## src/rtl/router_sync_n.sv

```systemverilog
// Router-to-FIFO synchroniser: address latch/decode, full-flag mux, valid-out and per-channel soft-reset watchdog.
// Optional build macro ROUTER_SYNC_SRST_CNT_EN adds per-channel saturating s_rst pulse counters (srst_cnt).
module router_sync_n #(
  parameter int N_CH    = 3,
  parameter int AW      = 2,
  parameter int TIMEOUT = 30
) (
  input  logic              clk,
  input  logic              rst,
  input  logic              det_addr,
  input  logic [AW-1:0]     d_in,
  input  logic              w_enb_reg,
  input  logic [N_CH-1:0]   full,
  input  logic [N_CH-1:0]   empty,
  input  logic [N_CH-1:0]   r_enb,
  output logic [N_CH-1:0]   w_enb,
  output logic              f_full,
  output logic              addr_err,
  output logic [N_CH-1:0]   vld_out,
  output logic [N_CH-1:0]   s_rst
`ifdef ROUTER_SYNC_SRST_CNT_EN
  ,
  output logic [8*N_CH-1:0] srst_cnt
`endif
);

  localparam int            TW     = $clog2(TIMEOUT);
  localparam logic [AW:0]   NCH_L  = (AW+1)'(N_CH);
  localparam logic [TW-1:0] T_LAST = TW'(TIMEOUT - 1);

  logic [AW-1:0]   r_addr;
  logic            r_addr_err;
  logic [TW-1:0]   r_timer [N_CH];
  logic [N_CH-1:0] r_s_rst;
  logic [N_CH-1:0] w_w_enb;
  logic            w_f_full;

  always_ff @(posedge clk or posedge rst) begin
    if (rst) begin
      r_addr     <= '0;
      r_addr_err <= 1'b0;
    end else if (det_addr) begin
      r_addr     <= d_in;
      r_addr_err <= ({1'b0, d_in} >= NCH_L);
    end
  end

  // An out-of-range address forces f_full high so the FSM never writes a misrouted packet.
  always_comb begin
    w_w_enb  = '0;
    w_f_full = r_addr_err;
    for (int i = 0; i < N_CH; i++) begin
      if (r_addr == AW'(i)) begin
        w_w_enb[i] = w_enb_reg & ~r_addr_err;
        if (!r_addr_err) w_f_full = full[i];
      end
    end
  end

  assign w_enb    = w_w_enb;
  assign f_full   = w_f_full;
  assign addr_err = r_addr_err;
  assign vld_out  = ~empty;
  assign s_rst    = r_s_rst;

  // Each channel counts unread-valid cycles on its own; expiry pulses s_rst once and restarts the count.
  always_ff @(posedge clk or posedge rst) begin
    if (rst) begin
      for (int i = 0; i < N_CH; i++) r_timer[i] <= '0;
      r_s_rst <= '0;
    end else begin
      for (int i = 0; i < N_CH; i++) begin
        if (vld_out[i] && !r_enb[i]) begin
          if (r_timer[i] == T_LAST) begin
            r_s_rst[i] <= 1'b1;
            r_timer[i] <= '0;
          end else begin
            r_s_rst[i] <= 1'b0;
            r_timer[i] <= r_timer[i] + TW'(1);
          end
        end else begin
          r_s_rst[i] <= 1'b0;
          r_timer[i] <= '0;
        end
      end
    end
  end

`ifdef ROUTER_SYNC_SRST_CNT_EN
  logic [7:0] r_cnt [N_CH];

  always_ff @(posedge clk or posedge rst) begin
    if (rst) begin
      for (int i = 0; i < N_CH; i++) r_cnt[i] <= '0;
    end else begin
      for (int i = 0; i < N_CH; i++) begin
        if (r_s_rst[i] && (r_cnt[i] != 8'hFF)) r_cnt[i] <= r_cnt[i] + 8'd1;
      end
    end
  end

  always_comb begin
    srst_cnt = '0;
    for (int i = 0; i < N_CH; i++) srst_cnt[8*i +: 8] = r_cnt[i];
  end
`endif

endmodule

```

## config.mk

```make
export PLATFORM = sky130hd
export DESIGN_NAME = router_sync_n
export DESIGN_NICKNAME = d
export VERILOG_FILES = /design/src/rtl/router_sync_n.sv
export SDC_FILE = /design/constraint.sdc
export NUM_CORES = 1
export LEC_CHECK = 0
export CAP_MARGIN = 20
export CORE_UTILIZATION = 46
export CTS_CLUSTER_SIZE = 24
export DETAILED_ROUTE_END_ITERATION = 6
export GPL_ROUTABILITY_DRIVEN = 0
export PLACE_DENSITY = 0.75
export RECOVER_POWER = 25
export SYNTH_ARGS = -nofsm -noshare
export SYNTH_HDL_FRONTEND = slang
export SYNTH_SLANG_ARGS = --single-unit
```

## constraint.sdc

```tcl
create_clock -name clk -period 1.3 [get_ports clk]
set_input_delay 0.195 -clock clk [delete_from_list [all_inputs] [get_ports clk]]
set_output_delay 0.195 -clock clk [all_outputs]
set_load 0.01 [all_outputs]
```

==> results by group <==
Critical path
  – Worst setup SP type: flip-flop
  – RR Endpoint: r_timer[4]$_DFF_PP0_
  – CP Class: reg2out
  – CP required: between 1 and 1.5 ns
  – Reg2reg path depth: 5
  – Reg2Reg Setup Slack: 0.21 ns
  – Critical R2R Launch: r_timer[1]$_DFF_PP0_
  – Crit-path max FO: 4
  – Critical path origin: r_addr[0]$_DFFE_PP0P_
  – WP data arrival: 1.31 ns
  – Crit path to: w_enb[2]
  – Crit end category: output pin

Global routing
  – Number of global-route vias before repair: 648
  – Total Routing Usage GR: ~18%
  – First-pass GRT wire length: ~2.7 mm
  – Initial antenna violation count: 0
  – Gr ovfl total: 0
  – Largest net degree at the start of global routing: 22

Timing
  – Slew HR: between 60% and 70%
  – Post-layout minimum cycle time: about 1.5 ns
  – Unrepaired setup endpoints after global routing: true
  – Setup ws final: -0.207 ns
  – Final hold vios: 0
  – Pins Over Slew Limit: 0
  – Tcrit/Tclk final: 116%
  – Fin Hold WS: ~0.44 ns
  – Least-Margin Pin Slew: 0.511 ns
  – FMAX: around 0.66 GHz
  – Clock Skews: a little over 0.009 ns
  – Setup violators final: 4

Pwr
  – Max VDD drop: a little under 0.7 mV
  – Leakage power total: 0.000675 uW
  – Clk network pwr share: 24.9%
  – PwrDens: 889 mW/mm2
  – NetSw: roughly 300 uW
  – Sw Share: roughly 25%
  – Combinational fraction of design power: between 10% and 20%
  – Total power: 1210 uW
  – Sequential Power Share: around 56%
  – Int Pwr: about 900 uW

Routing
  – Routed Antenna Nets: 0
  – 1st-iter DRT viols: 19
  – DR WL/cell: 12.4 um
  – Total Wirelength: around 2.0 mm
  – Initial DRT Pass Iterations: 4
  – Avg Vias per Cell: between 4 and 5
  – # DRC: 0
  – Vias: 766

Clock network
  – Clock Pin Slew Worst Setup and Hold Paths: about 0.12 ns
  – TritonCTS Sinks: 21
  – Maximum buffer depth of the clock tree: 2
  – CTS tree: done
  – CTS root buf: clkbuf_4
  – Hold_buf cts: 0
  – H-tree Lvls: 1
  – CTS Buf Count: 3
  – Later-pin clock latency in the skew report: roughly 0.30 ns

Synthesis
  – Syn Area/Cell: roughly 11 um2
  – Mapped Area: 940 um2
  – Post-synth net total: 110
  – Yosys warnings: 0
  – Netlist cell types: 17
  – Post-Synthesis Cells: around 90
  – Seq/Total Area, Yosys: approximately 56%
  – Yosys reg bits: 21

Final layout
  – Area grow syn2layout: 45.3%
  – FF/Latch Area: 526 um2
  – Fin cells: ~160
  – Finished Core Util: approximately 75%
  – Final Instance Area: 0.00137 mm2
  – Nets: 155
  – Ant diodes: 0
  – Layout cells sized above 1: 20.3%
  – Filler instances: between 100 and 150
  – Multi-input gate area: roughly 400 um2

Flow run
  – Maxcap violations: 0

Place
  – Placed Area: between 0.001 and 0.0015 mm2
  – Final HPWL DP: about 1.3 mm
  – Placed Cells: between 100 and 150
  – IO Port Bufs: 25

Floorplan
  – Die area: approximately 0.0022 mm2
  – Rows: 15
  – Die width: around 47 um
  – Initial Util: 51.6%
  – Die H: between 40 and 50 um
  – Ports: 26
  – Core ar.: ~0.0018 mm2

Min path
  – HP Class: in2async

Status
  – Failing checks: setup timing
  – Status: finished, violations left
[per-layer routing]
metal	up-vias	global-route usage, %	routed length (um)
li1	383	-	-
met1	364	23.4	869
met2	13	27.5	990
met3	6	2.69	52
met4	0	10.9	53
met5	-	0	0
[layout make-up]
| class | instances | share of cell area [%] |
|---|---|---|
| Multi-Input combinational cell | 59 | 29.6 |
| Inverter | 9 | 2.66 |
| Timing Repair Buffer | 40 | 25.0 |
| Clock buffer | 4 | 1.92 |
| Tap cell | 25 | 2.29 |
| Sequential cell | 21 | 38.5 |
[state kept, by name, indices dropped and copies added, names as in the netlist]
register  cells
addr_err      1
r_addr        2
r_timer      15
s_rst         3
[power by group through the flow]
stage	clock network [uW]	logic [uW]	registers, uW
after floorplan	0	61.9	700
after CTS	314	208	684
after detailed placement	0	184	702
after global placement	0	181	701
final	303	226	685
after global routing	342	244	688
[synth_stat cells]
cell type / count / area, um2
ha_1: 6 / 75.1
nor4b_2: 1 / 15.0
mux2_2: 1 / 11.3
dfrtp_1: 21 / 526
nand2_1: 4 / 15.0
nor2_1: 18 / 67.6
nand3_1: 7 / 35.0
xnor2_1: 3 / 26.3
nor4b_1: 1 / 8.76
a31oi_1: 1 / 6.26
nor3_1: 3 / 15.0
and4_1: 1 / 8.76
mux2i_1: 1 / 10.0
xor2_1: 6 / 52.6
nand4_1: 3 / 18.8
inv_1: 9 / 33.8
o21ai_0: 3 / 15.0
[worst max-delay path: stages, from the launching register on]
cell and delay [ns]:
dfrtp_1 0.43, buf_4 0.15, inv_4 0.07, and4_1 0.22, buf_2 0.14
[cell families (layout without fill, tap and decap cells)]
kind of cell               Yosys count  after routing  synth area share (%)
and+or+nand+nor                     38             38                  19.6
DFF                                 21             21                  55.9
xor gates and xnor gates             9              9                  8.39
buffers and inverters                9             53                  3.59
adders and majority gates            6              6                  7.99
AOI/OAI and AO/OA                    4              4                  2.26
muxes                                2              2                  2.26
[how the worst min path moves through the flow]
stage,endpoint,slack [ns],from,depth (start not counted)
6_report,r_timer[9]$_DFF_PP0_,0.44,rst,3
4_1_cts,r_timer[9]$_DFF_PP0_,0.23,rst,3
3_3_place_gp,r_timer[0]$_DFF_PP0_,0.48,r_timer[0]$_DFF_PP0_,1
5_1_grt,s_rst[2]$_DFF_PP0_,0.45,r_enb[2],2
3_5_place_dp,r_timer[5]$_DFF_PP0_,0.49,r_timer[5]$_DFF_PP0_,1
2_1_floorplan,addr_err$_DFFE_PP0P_,0.17,rst,1
[repair_timing]
item / in CTS / in global routing
cloned: 0 / 0
pin swaps: 2 / 0
buffers inserted: 6 / 0
endpoints found under the setup margin: 11 / 5
resized for setup: 33 / 3
[placed cells by master, fill, tap and decap left out]
master,instances
a31oi_1,1
and4_1,1
buf_2,4
buf_4,12
buf_6,3
clkbuf_1,1
clkbuf_2,1
clkbuf_4,3
clkdlybuf4s50_1,13
dfrtp_1,21
dlygate4sd2_1,6
dlygate4sd3_1,1
ha_1,6
inv_1,8
inv_4,1
mux2_2,1
mux2i_1,1
nand2_1,4
nand3_1,7
nand4_1,3
nor2_1,18
nor3_1,3
nor4b_4,2
o21ai_0,2
o21ai_1,1
xnor2_1,3
xor2_1,6
[per-stage QoR]
stage	worst slack, ns	setup TNS [ns]
2_1_floorplan	0.162	0
3_3_place_gp	-0.382	-1.54
3_5_place_dp	-0.408	-1.65
4_1_cts	-0.165	-0.522
5_1_grt	-0.248	-0.976
6_report	-0.207	-0.716
No activity file was read; power rests on OpenSTA's default activity.
==> RTL edit 1 (same flow settings) <==
Set the parameter `AW` to 3 (it was 2).
--- a/src/rtl/router_sync_n.sv
+++ b/src/rtl/router_sync_n.sv
@@ -4,3 +4,3 @@
   parameter int N_CH    = 3,
-  parameter int AW      = 2,
+  parameter int AW      = 3,
   parameter int TIMEOUT = 30
Interface: changed (resized d_in); port bits go from 26 to 27. No check against the original RTL was run, so the function may have changed too.
==> RTL edit 1 against the original RTL <==
The flow still finishes with violations (negative setup slack); combinational power decreased by 15%; global-route usage increased by 1.3 points; clock power increased by 18%; sequential cell count increased by 1; sequential share of layout area increased by 0.86 points; area after synthesis increased by 4.5%; worst setup slack got worse by 0.079 ns; routed wire length decreased by 5.2%; total power increased by 5.1%; final area increased by 2.5%; critical path type unchanged; critical endpoint is now f_full; highest routed layer unchanged.
==> RTL edit 1: results (changes against the original RTL) <==
post_synth_mux_area_share_pct: 4.46  # +2.2 points
power_combinational_uw: 193  # -15%
cp_max_fo: 3  # -1
ratio_of_cells_with_drive_above_1_in_the_final_layout_pct: 19.4  # -0.90 points
vdd.ir_drop.worst_mv: 0.837  # +23%
post_synth_main_area_contributors: "dfrtp_1 (56%), ha_1 (7.6%), nor2_1 (7.6%)"
post_synth_xor_area_fraction_pct: 8.03  # -0.36 points
grt_pass1_wl_um: 2980  # +11%
vias_per_cell: 4.97  # +2.5%
setup-violations-final: 4  # unchanged
first_pass_iters: 3  # -1
port-buffer-count: 26  # +4.0%
run_status: "finished, violations left"
totalWireLength_um: 1860  # -5.2%
slew-limit-headroom_pct: 65.4  # -0.59 points
clk-power_uw: 358  # +18%
power.total_uw: 1280  # +5.1%
mappedNetlistNets: 114  # +3.6%
postPlaceCellArea_um2: 1340  # +3.7%
first_iter_violations: 17  # -2
grt_usage_pct: 19.0  # +1.3 points
finalClockSkew_ns: 0.00287  # -0.00643 ns
synth-compound-area-share_pct: 1.02  # -1.2 points
nets_final: 157  # +1.3%
max_stage_delay_ns: 0.41  # -0.02 ns
startpoint: "r_addr[1]$_DFFE_PP0P_"
synthCells: 92  # +3.4%
routed-via-count: 800  # +4.4%
critical_path.reg2reg.endpoint: "r_timer[3]$_DFF_PP0_"
netlist_top_cells_count: "dfrtp_1 (22), nor2_1 (20), inv_1 (7)"
critical_path_arrival_ns: 1.39  # +0.08 ns
whs_ns: 0.440  # -0.00421 ns
failing_checks: "negative setup slack"
power.leakage_uw: 0.000679  # +0.56%
post-route-worst-setup-slack_ns: -0.286  # -0.0793 ns
synth_sequential_area_ratio_pct: 56.1  # +0.13 points
-- RTL edit 1: changes by cell type after synthesis, sizes merged, moves of 2 or more --
cell and delta:
mux2 +2, nor3b +2, a21oi +2, nor4b -2
nor2 +2, nor3 +2, o21ai -3, inv -2
-- RTL edit 1: routing by layer --
layer  vias to the layer above  wire, um  global-route usage [%]
li1                        397         -                       -
met1                       383       776                    20.7
met2                        18       952                    32.8
met3                         2       113                    5.93
met4                         0        21                    10.0
met5                         -         0                       0
-- RTL edit 1: final cells by class --
class | count | area (um2)
fill | 145 | 583
sequential | 22 | 551
multi-input combinational | 63 | 429
timing repair buffer | 38 | 323
clock buffer | 4 | 36.3
tap | 27 | 33.8
inverter | 7 | 26.3
-- RTL edit 1: timing repair --
| action | in CTS | in global routing |
|---|---|---|
| buffers inserted | 3 | 1 |
| pin swaps | 5 | 5 |
| gates resized for setup | 28 | 4 |
| endpoints found under the setup margin | 11 | 5 |
==> RTL edit 2 (config.mk and constraints unchanged) <==
Made on the original files. Register the output `addr_err` once more, cleared by the reset; this adds one clock of latency there. The other outputs are not delayed to match.
--- a/src/rtl/router_sync_n.sv
+++ b/src/rtl/router_sync_n.sv
@@ -61,3 +61,9 @@
   assign f_full   = w_f_full;
-  assign addr_err = r_addr_err;
+  always_ff @(posedge clk or posedge rst) begin
+    if (rst) begin
+      addr_err <= '0;
+    end else begin
+      addr_err <= r_addr_err;
+    end
+  end
   assign vld_out  = ~empty;
Function: changed (Yosys sat finds a counterexample within 4 cycles, from zero or initial values and one cycle with rst high).
==> RTL edit 2 against the original RTL <==
The flow still finishes with violations (negative setup slack); critical path type unchanged; total power rose by 20%; sequential cell count rose by 1; routed wire length down 1.1%; area after synthesis rose by 2.7%; final area increased by 1.4%; largest power group unchanged; synthesized cell count up 1.1%; sequential power is 6.6% higher; core utilization down 4.4 points; maximum frequency increased by 2.1%; first-iteration DRC count fell by 58%; register-to-register slack worse by 0.02 ns; worst setup slack improved by 0.031 ns.
==> RTL edit 2: results (changes against the original RTL) <==
clock_power_share_pct: 36.6  # +12 points
cp_max_fo: 3  # -1
synth-compound-area-share_pct: 2.20  # -0.059 points
final.setup.tns_ns: -0.548  # +0.168 ns
finalClockSkew_ns: 0.0112  # +0.00191 ns
met1_routed_length_um: 819  # -5.8%
r2r.worst_path.cells: 4  # -1
power.leakage_uw: 0.000677  # +0.21%
wl_met3_um: 60  # +15%
use_met3_pct: 3.40  # +0.70 points
crit_path_end: "w_enb[0]"
critical_path.reg2reg.startpoint: "r_timer[5]$_DFF_PP0_"
pwr-share-seq_pct: 50.3  # -6.1 points
power_switching_uw: 325  # +9.3%
postPlaceCellArea_um2: 1300  # +0.97%
setup-violations-final: 4  # unchanged
num-fill-cells: 155  # +20%
routed-via-count: 759  # -0.91%
slew-limit-headroom_pct: 63.4  # -2.5 points
met2_usage_grt_pct: 32.2  # +4.7 points
post_synth_mux_area_share_pct: 2.20  # -0.059 points
clkLatencyLatePin_ns: 0.32  # +0.02 ns
floorplan.rows: 16  # +1
grt_usage_pct: 18.2  # +0.51 points
place_worst_setup_slack_ns: -0.456  # -0.0480 ns
largest_net_degree_at_the_start_of_global_routing: 23  # +4.5%
post_synth_xor_area_fraction_pct: 8.17  # -0.22 points
wl_met2_um: 1040  # +5.3%
post-route-worst-setup-slack_ns: -0.176  # +0.0314 ns
detailedPlacementHpwl_um: 1360  # +4.8%
nets_final: 153  # -1.3%
synth_sequential_area_ratio_pct: 57.1  # +1.1 points
failing_checks: "negative setup slack"
ratio_of_cells_with_drive_above_1_in_the_final_layout_pct: 21.4  # +1.1 points
run_status: "finished, violations left"
synthAdderAreaFrac_pct: 7.78  # -0.21 points
regToRegSetupSlack_ns: 0.19  # -0.02 ns
RTL edit 2: logic make-up (layout without fill, tap and decap cells):
| logic type | Yosys count | count (layout) |
|---|---|---|
| AND/OR/NAND/NOR | 38 | 38 |
| flip-flops | 22 | 22 |
| XOR/XNOR | 9 | 9 |
| buffers and inverters | 9 | 50 |
| adder cells (fa/ha/maj) | 6 | 6 |
| AO/OA/AOI/OAI | 4 | 4 |
| multiplexers | 2 | 2 |
RTL edit 2: layout make-up:
type                    instances  area share, %
flip-flops and latches         22           40.0
clock inverters                 1           2.17
clock buffers                   3           1.63
inverters                       9           2.44
repair buffers                 37           22.3
multi-input cells              59           29.0
well taps                      27           2.44
RTL edit 2: critical path, stage by stage (launching register included):
cell	delay [ns]
dfrtp_1	0.43
buf_4	0.15
nor4b_4	0.21
buf_2	0.17
RTL edit 2: timing repair:
item	CTS	global route
setup buffers	5	0
pin swaps	1	0
hold buffers	0	0
cloned	0	0
resized for setup	27	4
endpoints found under the setup margin	11	4
